[src/rtl/i2c_codec_responder.sv]
// Write-only I2C target emulating the codec control port; 3-byte writes commit {7b reg, 9b data} to a regfile.
// Bus events act 3 clk after the pin edge; no backpressure, the word is ACKed and committed unconditionally.
module i2c_codec_responder #(
   parameter logic [6:0] DEV_ADDR = 7'h1A,
   parameter int         NUM_REGS = 16,
   parameter logic [6:0] RST_REG  = 7'h0F
) (
   input  logic       clk,
   input  logic       reset,
   input  logic       scl_in,
   input  logic       sda_in,
   output logic       sda_oe,
   output logic       wr_valid,
   output logic [6:0] wr_addr,
   output logic [8:0] wr_data,
   input  logic [3:0] rd_addr,
   output logic [8:0] rd_data,
   output logic       busy,
   output logic       nack_evt
);

   localparam int AW = $clog2(NUM_REGS);

   typedef enum logic [2:0] {
      IDLE, ADDR, ACK_A, BYTE1, ACK_1, BYTE2, ACK_2, IGNORE
   } state_t;

   typedef struct packed {
      logic [6:0] addr;
      logic [8:0] data;
   } word_t;

   state_t     state, state_nxt;
   logic [3:0] cnt, cnt_nxt;
   logic [7:0] shift_q, shift_nxt;
   logic [7:0] hi_byte, hi_nxt;
   logic       oe_nxt, busy_nxt, nack_nxt, commit;
   logic [2:0] scl_sync, sda_sync;
   logic [8:0] regfile [NUM_REGS];
   word_t      word_in;

   // [0] metastability stage, [1] synced level, [2] history for edge detect
   always_ff @(posedge clk or posedge reset) begin
      if (reset) begin
         scl_sync <= 3'b111;
         sda_sync <= 3'b111;
      end else begin
         scl_sync <= {scl_sync[1:0], scl_in};
         sda_sync <= {sda_sync[1:0], sda_in};
      end
   end

   logic scl_cur, scl_prev, sda_cur, sda_prev;
   logic scl_rise, scl_fall, start_evt, stop_evt;

   assign scl_cur   = scl_sync[1];
   assign scl_prev  = scl_sync[2];
   assign sda_cur   = sda_sync[1];
   assign sda_prev  = sda_sync[2];
   assign scl_rise  = scl_cur & ~scl_prev;
   assign scl_fall  = ~scl_cur & scl_prev;
   assign start_evt = scl_cur & scl_prev & sda_prev & ~sda_cur;
   assign stop_evt  = scl_cur & scl_prev & ~sda_prev & sda_cur;

   assign word_in = {hi_byte, shift_q};
   assign rd_data = regfile[rd_addr];

   always_comb begin
      state_nxt = state;
      cnt_nxt   = cnt;
      shift_nxt = shift_q;
      hi_nxt    = hi_byte;
      oe_nxt    = sda_oe;
      busy_nxt  = busy;
      nack_nxt  = 1'b0;
      commit    = 1'b0;
      if (stop_evt) begin
         state_nxt = IDLE;
         oe_nxt    = 1'b0;
         busy_nxt  = 1'b0;
         cnt_nxt   = 4'd0;
      end else if (start_evt) begin
         state_nxt = ADDR;
         oe_nxt    = 1'b0;
         busy_nxt  = 1'b1;
         cnt_nxt   = 4'd0;
      end else begin
         case (state)
            IDLE: ;
            ADDR, BYTE1, BYTE2: begin
               if (scl_rise && cnt < 4'd8) begin
                  shift_nxt = {shift_q[6:0], sda_cur};
                  cnt_nxt   = cnt + 4'd1;
               end else if (scl_fall && cnt == 4'd8) begin
                  cnt_nxt = 4'd0;
                  if (state == ADDR) begin
                     if (shift_q == {DEV_ADDR, 1'b0}) begin
                        oe_nxt    = 1'b1;
                        state_nxt = ACK_A;
                     end else begin
                        // Keep the count at 8 so the pending 9th clock closes this byte
                        nack_nxt  = 1'b1;
                        cnt_nxt   = 4'd8;
                        state_nxt = IGNORE;
                     end
                  end else if (state == BYTE1) begin
                     hi_nxt    = shift_q;
                     oe_nxt    = 1'b1;
                     state_nxt = ACK_1;
                  end else begin
                     oe_nxt    = 1'b1;
                     commit    = 1'b1;
                     state_nxt = ACK_2;
                  end
               end
            end
            ACK_A, ACK_1, ACK_2: begin
               if (scl_fall) begin
                  oe_nxt  = 1'b0;
                  cnt_nxt = 4'd0;
                  state_nxt = (state == ACK_A) ? BYTE1 :
                              (state == ACK_1) ? BYTE2 : IGNORE;
               end
            end
            IGNORE: begin
               if (scl_rise) begin
                  cnt_nxt = cnt + 4'd1;
               end else if (scl_fall) begin
                  if (cnt == 4'd8) nack_nxt = 1'b1;
                  if (cnt == 4'd9) cnt_nxt = 4'd0;
               end
            end
            default: state_nxt = IDLE;
         endcase
      end
   end

   always_ff @(posedge clk or posedge reset) begin
      if (reset) begin
         state    <= IDLE;
         cnt      <= 4'd0;
         shift_q  <= 8'd0;
         hi_byte  <= 8'd0;
         sda_oe   <= 1'b0;
         busy     <= 1'b0;
         nack_evt <= 1'b0;
         wr_valid <= 1'b0;
         wr_addr  <= 7'd0;
         wr_data  <= 9'd0;
         for (int i = 0; i < NUM_REGS; i++) regfile[i] <= 9'd0;
      end else begin
         state    <= state_nxt;
         cnt      <= cnt_nxt;
         shift_q  <= shift_nxt;
         hi_byte  <= hi_nxt;
         sda_oe   <= oe_nxt;
         busy     <= busy_nxt;
         nack_evt <= nack_nxt;
         wr_valid <= commit;
         if (commit) begin
            wr_addr <= word_in.addr;
            wr_data <= word_in.data;
            if (word_in.addr == RST_REG) begin
               for (int i = 0; i < NUM_REGS; i++) regfile[i] <= 9'd0;
            end else if ({25'd0, word_in.addr} < NUM_REGS) begin
               regfile[word_in.addr[AW-1:0]] <= word_in.data;
            end
         end
      end
   end

endmodule

[config.mk]
export PLATFORM = sky130hd
export DESIGN_NAME = i2c_codec_responder
export DESIGN_NICKNAME = d
export VERILOG_FILES = /design/src/rtl/i2c_codec_responder.sv
export SDC_FILE = /design/constraint.sdc
export NUM_CORES = 1
export LEC_CHECK = 0
export ABC_AREA = 1
export CAP_MARGIN = 0
export CORE_AREA = 3 3 132 146
export CTS_CLUSTER_DIAMETER = 60
export DETAILED_ROUTE_END_ITERATION = 8
export DIE_AREA = 0 0 135 149
export PLACE_DENSITY_LB_ADDON = 0.2
export SLEW_MARGIN = 20
export SYNTH_ARGS = -nofsm -noshare
export SYNTH_HDL_FRONTEND = slang
export SYNTH_SLANG_ARGS = --single-unit
[constraint.sdc]
create_clock -name clk -period 6.39 [get_ports clk]
set_input_delay 1.278 -clock clk [delete_from_list [all_inputs] [get_ports clk]]
set_output_delay 1.278 -clock clk [all_outputs]
set_load 0.05 [all_outputs]
==> reports/metrics.yaml, run 1 <==
setup_path:
  crit_path_cell_trace: "clkdlybuf4s50_1 > clkinv_1 > nand3_1 > nand3_1 > nand2_1 > clkdlybuf4s50_1"
  r2r_end: "regfile[11]"
  crit_family: "buffers and inverters"
  r2r_start: "scl_sync[2]"
  endpoint_kind: "output port"
  reg2reg_slack_ns: 3.56
  required_ns: 5.11
  reg2reg_depth: 8
  cp.arrival_ns: 3.52
  critPathKind: "in -> out"
  cp.buffers_inverters: 3
  cpPeakStageDelay_ns: 0.81
  crit_fanout: 18
  cp-start-kind: "input port"
  crit_path_top_delay_cell: "clkdlybuf4s50_1"
synthesis:
  synthAdderAreaFrac_pct: 0.753
  yosys_warnings: 0
  yosys.area.top_type: "dfrtp_1"
  ys_seq_area_share_pct: 48.5
  syn_inst: 1332
  netlist_area_um2: 9970
  ys_types: 32
  synth_area_leaders: "dfrtp_1, nand2_1, nand3_1"
  ys.flop_type: "dfrtp_1"
  synthArstFlopShare_pct: 100
  synth_seq_cells: 193
  synth-simple-area-share_pct: 33.7
  synth_compound_area_share_pct: 9.04
  synth_top_family_by_area: "simple AND/OR/NAND/NOR gates"
  synth-edff-count: 0
  netlist.area_leader.share_pct: 46.9
  synthMuxAreaShare_pct: 0
  netlist_top_cells_count: "nand2_1, nand3_1, dfrtp_1"
  synth_nets: 1346
  synth.most_common_cell: "nand2_1"
  synth-xor-area-share_pct: 0.0879
  avgSynthCellArea_um2: 7.48
sta:
  hold_viol: 0
  final.setup.tns_ns: 0
  finClkSkew_ns: 0.0112
  slew_headroom_pct: 38.8
  finalCritPeriodShare_pct: 75.0
  finalCriticalPeriod_ns: 4.79
  finalWorstSetupSlack_ns: 1.60
  max_freq_mhz: 209
  tightest_slew_ns: 0.914
  whs_ns: 0.356
  setup_viol: 0
  rsz0062_at_grt: "no"
  finalMaxSlewViolations: 0
placed_design:
  dp.final_hpwl_mm: 17.7
  preCtsSetupSlack_ns: 1.63
  io_buffers: 36
  place_inst: 1546
  gp_congestion: 0.918
clocking:
  cts_tree: "yes"
  numCtsBuffers: 17
  clk_latency_ns: 0.44
  cts_root_buffer: "clkbuf_16"
  path_clk_slew_ns: 0.07
  cts_resized: 0
  clkSinkCount: 193
  cts_buffer_depth: 2
  hold_buffers: 0
  post_cts_buffers: 0
  h-tree-depth: 4
detailed_routing:
  drtIter0Drc: 1140
  wirelength_mm: 28.0
  viasPerCell: 5.70
  wire_per_inst_um: 17.8
  ant_nets: 0
  num_vias: 8988
  drcViolationCount: 0
  firstDrtPassIters: 5
final_layout:
  fin_cells: 1577
  drive_above_1_share_pct: 5.30
  antenna_cells: 0
  syn_to_final_growth_pct: 10.9
  layout.nets: 1342
global_route:
  grt_max_degree: 194
  grt_util_all_layers_pct: 28.9
  grt_pass1_vias: 8397
  overflow: 0
  use_met3_pct: 6.28
  grtUsageMet2_pct: 44.4
  grt_util_met1_pct: 41.7
  grt_pass1_wl_mm: 45.6
  top_usage_layer: "met2"
  grt_antenna_before_repair: 1
min_path:
  holdPathStages: 0
  whs_endpoint: "sda_sync[1]"
  min_path_type: "reg -> reg"
  hold_start: "sda_sync[0]"
power_and_ir_drop:
  p_leak_nw: 5.54
  power_density_nw_per_um2: 273
  fin_total_pwr_w: 0.00301
  peakVddDrop_uv: 199
floorplanning:
  num_rows: 51
  die-height_um: 149
  io_pins: 37
  core_area_um2: 17800
  start_util_pct: 56.0
  dieArea_um2: 20100
  chipWidth_um: 135
run:
  maxCapViolCount: 0
status:
  status: "completed"
how the worst max path moves through the flow:
stage          startpoint         end  slack, ns  depth (start not counted)
6_report       rd_addr[2]  rd_data[6]       1.60                          6
4_1_cts        rd_addr[2]  rd_data[6]       1.62                          6
3_3_place_gp   rd_addr[2]  rd_data[5]       1.66                          6
2_1_floorplan  rd_addr[0]  rd_data[8]       2.48                          7
3_5_place_dp   rd_addr[2]  rd_data[6]       1.63                          6
5_1_grt        rd_addr[2]  rd_data[8]       1.47                          6
worst reg2reg max path: cells and delay by family (launching register included):
kind                     cells  cell delay [ns]
AO/OA/AOI/OAI                1             0.57
adder cells (fa/ha/maj)      1             0.19
buffers and inverters        1             0.58
flip-flops                   1             0.55
AND/OR/NAND/NOR              5             0.84
registers in the layout (all words and copies together) (netlist names):
register,flops
nack_evt,1
busy,1
state,3
cnt,4
hi_byte,8
regfile,144
scl_sync,3
wr_addr,7
shift_q,8
wr_valid,1
wr_data,9
sda_sync,3
sda_oe,1
layer usage:
| layer | part of all wire, % | up-vias |
|---|---|---|
| li1 | - | 4264 |
| met1 | 44 | 4272 |
| met2 | 46 | 404 |
| met3 | 8.5 | 48 |
| met4 | 2.4 | 0 |
| met5 | 0 | - |
metrics by stage:
step	cell area, µm²	utilization, %
floorplan	9970	-
global placement	10400	58.4
detailed placement	10400	58.4
CTS	11000	61.9
global route	11000	62.1
finish	11000	62.1
kinds of logic (layout without fill, tap and decap cells):
group | Yosys count | count (layout)
compound gates | 157 | 157
buf+inv | 195 | 202
fa+ha+maj | 6 | 6
flops | 193 | 193
xor+xnor | 1 | 1
simple gates | 780 | 780
cell type report:
class	count	area (µm²)
inverters	127	480
clock buffers	20	457
flip-flops and latches	193	4840
well taps	238	298
fillers	1591	6750
repair buffers	45	469
multi-input cells	944	4350
clock inverters	10	160
power breakdown:
| part | total, W | switching, W | internal (W) |
|---|---|---|---|
| Combinational | 0.000554 | 0.000425 | 0.000129 |
| Clock | 0.00114 | 0.000464 | 0.000671 |
| Sequential | 0.00132 | 0.0000538 | 0.00127 |
| Total | 0.00301 | 0.000943 | 0.00207 |
cell usage in the layout (no fill, tap or decap), types with 4 or more instances in the layout:
cell type and count:
nand2_1 436, nand3_1 201, dfrtp_1 187, nor2_1 118, inv_1 117, o21ai_0 75
o211ai_1 41, a21oi_1 38, clkdlybuf4s50_1 34, clkbuf_16 17, nand3_4 7, clkinv_1 6
ha_1 6, buf_4 6, dfstp_2 6, bufinv_16 4
Power figures use the tool's default switching activity.
==> run 2, diff against run 1 <==
--- a/config.mk
+++ b/config.mk
@@ -7,10 +7,10 @@
 export LEC_CHECK = 0
 export ABC_AREA = 1
 export CAP_MARGIN = 0
-export CORE_AREA = 3 3 132 146
+export CORE_AREA = 3 3 126 141
 export CTS_CLUSTER_DIAMETER = 60
 export DETAILED_ROUTE_END_ITERATION = 8
-export DIE_AREA = 0 0 135 149
+export DIE_AREA = 0 0 129 144
 export PLACE_DENSITY_LB_ADDON = 0.2
 export SLEW_MARGIN = 20
 export SYNTH_ARGS = -nofsm -noshare
==> constraint.sdc (replaced) <==
create_clock -name clk -period 4.56 [get_ports clk]
set_input_delay 0.912 -clock clk [delete_from_list [all_inputs] [get_ports clk]]
set_output_delay 0.912 -clock clk [all_outputs]
set_load 0.05 [all_outputs]
==> run 2 against run 1 <==
Against the previous run:
- sequential share of layout area shrank 0.13 points
- worst hold slack improved by 0.00058 ns
- power increased by 38%
- wire length decreased by 1.0%
- largest cell class unchanged
==> reports/metrics.yaml, run 2 (synthesized netlist as in run 1, its figures left out) <==
power_and_ir_drop:
  power_density_nw_per_um2: 376  # +38%
  p_leak_nw: 5.58  # +0.65%
  peakVddDrop_uv: 315  # +58%
final_layout:
  largest_reg_flops: 144  # unchanged
  final_cell_mix: "nand2_1, nand3_1, dfrtp_1"
  largestRegisters: "regfile: 144 flops, wr_data: 9 flops"
  layout.nets: 1343  # +0.075%
  drive_above_1_share_pct: 6.11  # +0.81 points
  mostFrequentLayoutCell: "nand2_1"
  regMostFlops: "regfile"
  design_area_um2: 11100  # +0.31%
  syn_to_final_growth_pct: 11.2
  antenna_cells: 0  # unchanged
detailed_routing:
  viasPerCell: 5.95  # +4.4%
  wirelength_mm: 27.7  # -1.0%
  wire_per_inst_um: 17.9  # +1.1%
  num_vias: 9192  # +2.3%
  firstDrtPassIters: 6  # +1
  drcViolationCount: 0  # unchanged
  drtIter0Drc: 1318  # +16%
  ant_nets: 0  # unchanged
clocking:
  cts_tree: "yes"
  numCtsBuffers: 17  # unchanged
  h-tree-depth: 4  # unchanged
  cts_buffer_depth: 2  # unchanged
  hold_buffers: 0  # unchanged
  path_clk_slew_ns: 0.07  # about the same
  clkSinkCount: 193  # unchanged
  cts_resized: 0  # unchanged
  clk_latency_ns: 0.44  # about the same
  post_cts_buffers: 0  # unchanged
  cts_root_buffer: "clkbuf_16"
placed_design:
  io_buffers: 36  # unchanged
  dpl-instance-area_um2: 10500  # +0.84%
  dp.final_hpwl_mm: 18.0  # +1.6%
  gp_congestion: 0.947  # +3.1%
setup_path:
  required_ns: 3.65  # -1.46 ns
  reg2reg_slack_ns: 1.76  # -1.80 ns
  critPathKind: "in -> out"
  crit_path_cell_trace: "buf_4 > buf_12 > nand2_1 > o211ai_1 > nand3_1 > nand3_1 > nand2_1 > buf_12"
  crit_family: "buffers and inverters"
  crit_path_top_delay_cell: "buf_4"
  cp.arrival_ns: 2.61  # -0.91 ns
  endpoint_kind: "output port"
  cp-start-kind: "input port"
  crit_fanout: 71  # +53
  cp.buffers_inverters: 3  # unchanged
  cpPeakStageDelay_ns: 0.53  # -0.28 ns
floorplanning:
  num_rows: 49  # -3.9%
  die-height_um: 144  # -3.4%
  dieArea_um2: 18600  # -7.7%
  start_util_pct: 61.1  # +5.1 points
  core_area_um2: 16300  # -8.4%
  chipWidth_um: 129  # -4.4%
  io_pins: 37  # unchanged
run:
  maxCapViolCount: 0  # unchanged
global_route:
  grt_pass1_vias: 8673  # +3.3%
  grt_max_degree: 119  # -39%
  grt_pass1_wl_mm: 45.4  # -0.39%
  grt_util_all_layers_pct: 31.2  # +2.3 points
  grt_antenna_before_repair: 0  # -1
  overflow: 0  # unchanged
sta:
  setup_viol: 0  # unchanged
  finalCritPeriodShare_pct: 77.2
  hold_viol: 0  # unchanged
  finalMaxSlewViolations: 0  # unchanged
  tightest_slew_ns: 0.926  # +0.0123 ns
  finalCriticalPeriod_ns: 3.52
  max_freq_mhz: 284
  whs_ns: 0.357  # +0.000583 ns
  slew_headroom_pct: 38.0  # -0.78 points
  rsz0062_at_grt: "no"
  finClkSkew_ns: 0.00807  # -0.00313 ns
  final.setup.tns_ns: 0  # unchanged
min_path:
  min_path_type: "reg -> reg"
status:
  status: "completed"
==> run 2: cell count changes in the layout (fill, tap and decap cells not counted), moves of 2 or more <==
cell             delta
buf_12             +11
clkdlybuf4s50_1     -9
inv_6               +4
bufinv_16           -2
clkinv_2            -2
==> run 2: area by class of cell <==
type / instances / area (µm²)
fillers: 1352 / 5230
flip-flops and latches: 193 / 4840
multi-input cells: 944 / 4350
repair buffers: 46 / 568
inverters: 127 / 480
clock buffers: 21 / 470
well taps: 204 / 255
clock inverters: 10 / 124
==> run 2: worst register-to-register path, delay by kind of cell (launching register included) <==
family | cells | cell delay, ns
buffers and inverters | 1 | 0.57
DFF | 1 | 0.55
AOI/OAI and AO/OA | 1 | 0.56
and+or+nand+nor | 5 | 0.81
adders and majority gates | 1 | 0.20
==> run 2: power by group <==
part           internal, W  switching [W]  leakage (nW)
registers          0.00178      0.0000768          2.66
clock network     0.000856       0.000669         0.287
logic             0.000199       0.000589          2.63
total              0.00283        0.00133          5.58
==> run 2: per-layer routing <==
metal	track usage [%]	share of wire (%)	vias to the layer above
li1	-	-	4265
met1	43.5	41	4352
met2	48.2	46	492
met3	5.76	9.0	83
met4	13.7	3.9	0
met5	0	0	-
==> run 2: final timing paths <==
path,end,cells past startpoint,start
hold reg to reg,scl_sync[1],0,scl_sync[0]
setup / recovery,rd_data[4],8,rd_addr[0]
max in group asynchronous,regfile[98],3,reset
setup reg to reg,regfile[25],8,scl_sync[2]
min in group asynchronous,cnt[2],2,reset
hold / removal,scl_sync[1],0,scl_sync[0]
==> run 2: stage by stage <==
step,std cells,utilization [%],setup slack (ns),total power [W]
final,1545,68.0,1.04,0.00417
after global routing,1545,68.0,0.915,0.00432
after CTS,1545,68.0,1.09,0.00417
after detailed placement,1514,64.3,1.08,0.00266
after global placement,1514,64.3,1.12,0.00265
after floorplan,1332,-,1.16,0.00238
==> run 3, diff against run 2 <==
--- a/config.mk
+++ b/config.mk
@@ -7,10 +7,10 @@
 export LEC_CHECK = 0
 export ABC_AREA = 1
 export CAP_MARGIN = 0
-export CORE_AREA = 3 3 126 141
+export CORE_AREA = 3 3 132 146
 export CTS_CLUSTER_DIAMETER = 60
 export DETAILED_ROUTE_END_ITERATION = 8
-export DIE_AREA = 0 0 129 144
+export DIE_AREA = 0 0 135 149
 export PLACE_DENSITY_LB_ADDON = 0.2
 export SLEW_MARGIN = 20
 export SYNTH_ARGS = -nofsm -noshare
==> constraint.sdc (replaced) <==
create_clock -name clk -period 3.18 [get_ports clk]
set_input_delay 0.636 -clock clk [delete_from_list [all_inputs] [get_ports clk]]
set_output_delay 0.636 -clock clk [all_outputs]
set_load 0.05 [all_outputs]
==> run 3 against run 2 <==
Against the previous run:
- non-clock buffer count grew 15
- wire length grew 0.56%
- largest power group unchanged
- register-to-register slack lost 1.1 ns
- utilization shrank 4.7 points
- flip-flop and latch count is the same
- clock power grew 43%
- sequential share of layout area shrank 0.72 points
- sequential power grew 44%
- via count shrank 3.2%
==> reports/metrics.yaml, run 3 (synthesized netlist as in run 1, its figures left out) <==
status:
  status: "completed"
setup_path:
  cp.arrival_ns: 2.23  # -0.38 ns
  critPathKind: "in -> out"
  crit_fanout: 18  # -75%
  r2r_end: "regfile[119]"
  reg2reg_depth: 9  # +1
  cp-start-kind: "input port"
  endpoint_kind: "output port"
  required_ns: 2.54  # -1.11 ns
  reg2reg_slack_ns: 0.66  # -1.10 ns
  r2r_start: "scl_sync[2]"
  startpoint: "rd_addr[2]"
  crit_end: "rd_data[2]"
detailed_routing:
  viasPerCell: 5.58  # -6.2%
  firstDrtPassIters: 5  # -1
  drtIter0Drc: 979  # -26%
  wire_per_inst_um: 17.5  # -2.5%
  ant_nets: 0  # unchanged
  wirelength_mm: 27.9  # +0.56%
  drcViolationCount: 0  # unchanged
  num_vias: 8897  # -3.2%
final_layout:
  regMostFlops: "regfile"
  antenna_cells: 0  # unchanged
  nFillCells: 1565  # +16%
  mostFrequentLayoutCell: "nand2_1"
  layout.nets: 1358  # +1.1%
  drive_above_1_share_pct: 7.15  # +1.0 points
  final_cell_mix: "nand2_1, nand3_1, dfrtp_1"
  largest_reg_flops: 144  # unchanged
  largestRegisters: "regfile: 144 flops, wr_data: 9 flops"
  syn_to_final_growth_pct: 13.1
clocking:
  h-tree-depth: 4  # unchanged
  clkSinkCount: 193  # unchanged
  cts_buffer_depth: 2  # unchanged
  path_clk_slew_ns: 0.07  # about the same
  clk_latency_ns: 0.44  # about the same
  cts_tree: "yes"
  hold_buffers: 0  # unchanged
  post_cts_buffers: 0  # unchanged
  cts_resized: 0  # unchanged
  numCtsBuffers: 17  # unchanged
  cts_root_buffer: "clkbuf_16"
power_and_ir_drop:
  power_density_nw_per_um2: 532  # +42%
  p_leak_nw: 5.66  # +1.5%
  peakVddDrop_uv: 380  # +21%
sta:
  finalMaxSlewViolations: 0  # unchanged
  slew_headroom_pct: 40.6  # +2.6 points
  final.setup.tns_ns: 0  # unchanged
  setup_viol: 0  # unchanged
  whs_ns: 0.356  # -0.000753 ns
  finalCritPeriodShare_pct: 90.1
  max_freq_mhz: 349
  hold_viol: 0  # unchanged
  tightest_slew_ns: 0.887  # -0.0389 ns
  finalCriticalPeriod_ns: 2.86
  finClkSkew_ns: 0.0108  # +0.00275 ns
  rsz0062_at_grt: "no"
global_route:
  grt_util_met1_pct: 43.0  # -0.50 points
  overflow: 0  # unchanged
  grt_antenna_before_repair: 0  # unchanged
  grt_pass1_wl_mm: 46.0  # +1.4%
  grt_pass1_vias: 8451  # -2.6%
  grtUsageMet2_pct: 45.1  # -3.1 points
  use_met3_pct: 4.82  # -0.94 points
  grt_max_degree: 73  # -39%
  top_usage_layer: "met2"
  grt_util_all_layers_pct: 29.3  # -1.9 points
floorplanning:
  die-height_um: 149  # +3.5%
  dieArea_um2: 20100  # +8.3%
  core_area_um2: 17800  # +9.2%
  num_rows: 51  # +4.1%
  start_util_pct: 56.0  # -5.1 points
  chipWidth_um: 135  # +4.7%
  io_pins: 37  # unchanged
placed_design:
  gp_congestion: 0.926  # -2.2%
  dp.final_hpwl_mm: 18.4  # +2.7%
  io_buffers: 36  # unchanged
run:
  maxCapViolCount: 0  # unchanged
min_path:
  min_path_type: "reg -> reg"
==> run 3: how the worst min path moves through the flow <==
| stage | end | from | slack, ns | depth (start not counted) |
|---|---|---|---|---|
| after floorplan | scl_sync[1] | scl_sync[0] | 0.35 | 0 |
| after CTS | scl_sync[1] | scl_sync[0] | 0.36 | 0 |
| after global placement | scl_sync[1] | scl_sync[0] | 0.35 | 0 |
| final | scl_sync[1] | scl_sync[0] | 0.36 | 0 |
| after global routing | scl_sync[1] | scl_sync[0] | 0.36 | 0 |
| after detailed placement | scl_sync[1] | scl_sync[0] | 0.35 | 0 |
==> run 3: stage by stage <==
stage / worst slack, ns / utilization [%] / instances / instance area (µm²) / power, W
floorplan: 0.0585 / - / 1332 / 9970 / 0.00342
detailed placement: 0.319 / 60.0 / 1563 / 10700 / 0.00385
global placement: 0.335 / 60.0 / 1563 / 10700 / 0.00383
CTS: 0.295 / 63.3 / 1594 / 11300 / 0.00601
finish: 0.316 / 63.3 / 1594 / 11300 / 0.00600
global route: 0.175 / 63.3 / 1594 / 11300 / 0.00627
==> run 3: cell type report <==
class | instances | area (µm²) | share of cell area [%]
Clock buffer | 20 | 457 | 4.05
Clock inverter | 11 | 131 | 1.17
Inverter | 127 | 480 | 4.26
Multi-Input combinational cell | 944 | 4350 | 38.6
Sequential cell | 193 | 4840 | 42.9
Tap cell | 238 | 298 | 2.64
Timing Repair Buffer | 61 | 718 | 6.37
==> run 3: critical path, stage by stage <==
cell,delay [ns]
clkdlybuf4s50_1,0.51
clkinv_1,0.42
nand3_1,0.23
nand3_1,0.08
nand2_1,0.17
buf_12,0.16
==> run 3: power breakdown <==
part | total, W | internal [W] | switching (W)
Combinational | 0.00117 | 0.000309 | 0.000861
Clock | 0.00217 | 0.00120 | 0.000965
Sequential | 0.00266 | 0.00255 | 0.000110
==> run 3: per-layer routing <==
layer	part of all wire, %	vias up
met5	0	-
met4	2.4	0
met3	7.0	49
met2	46	356
met1	45	4186
li1	-	4306
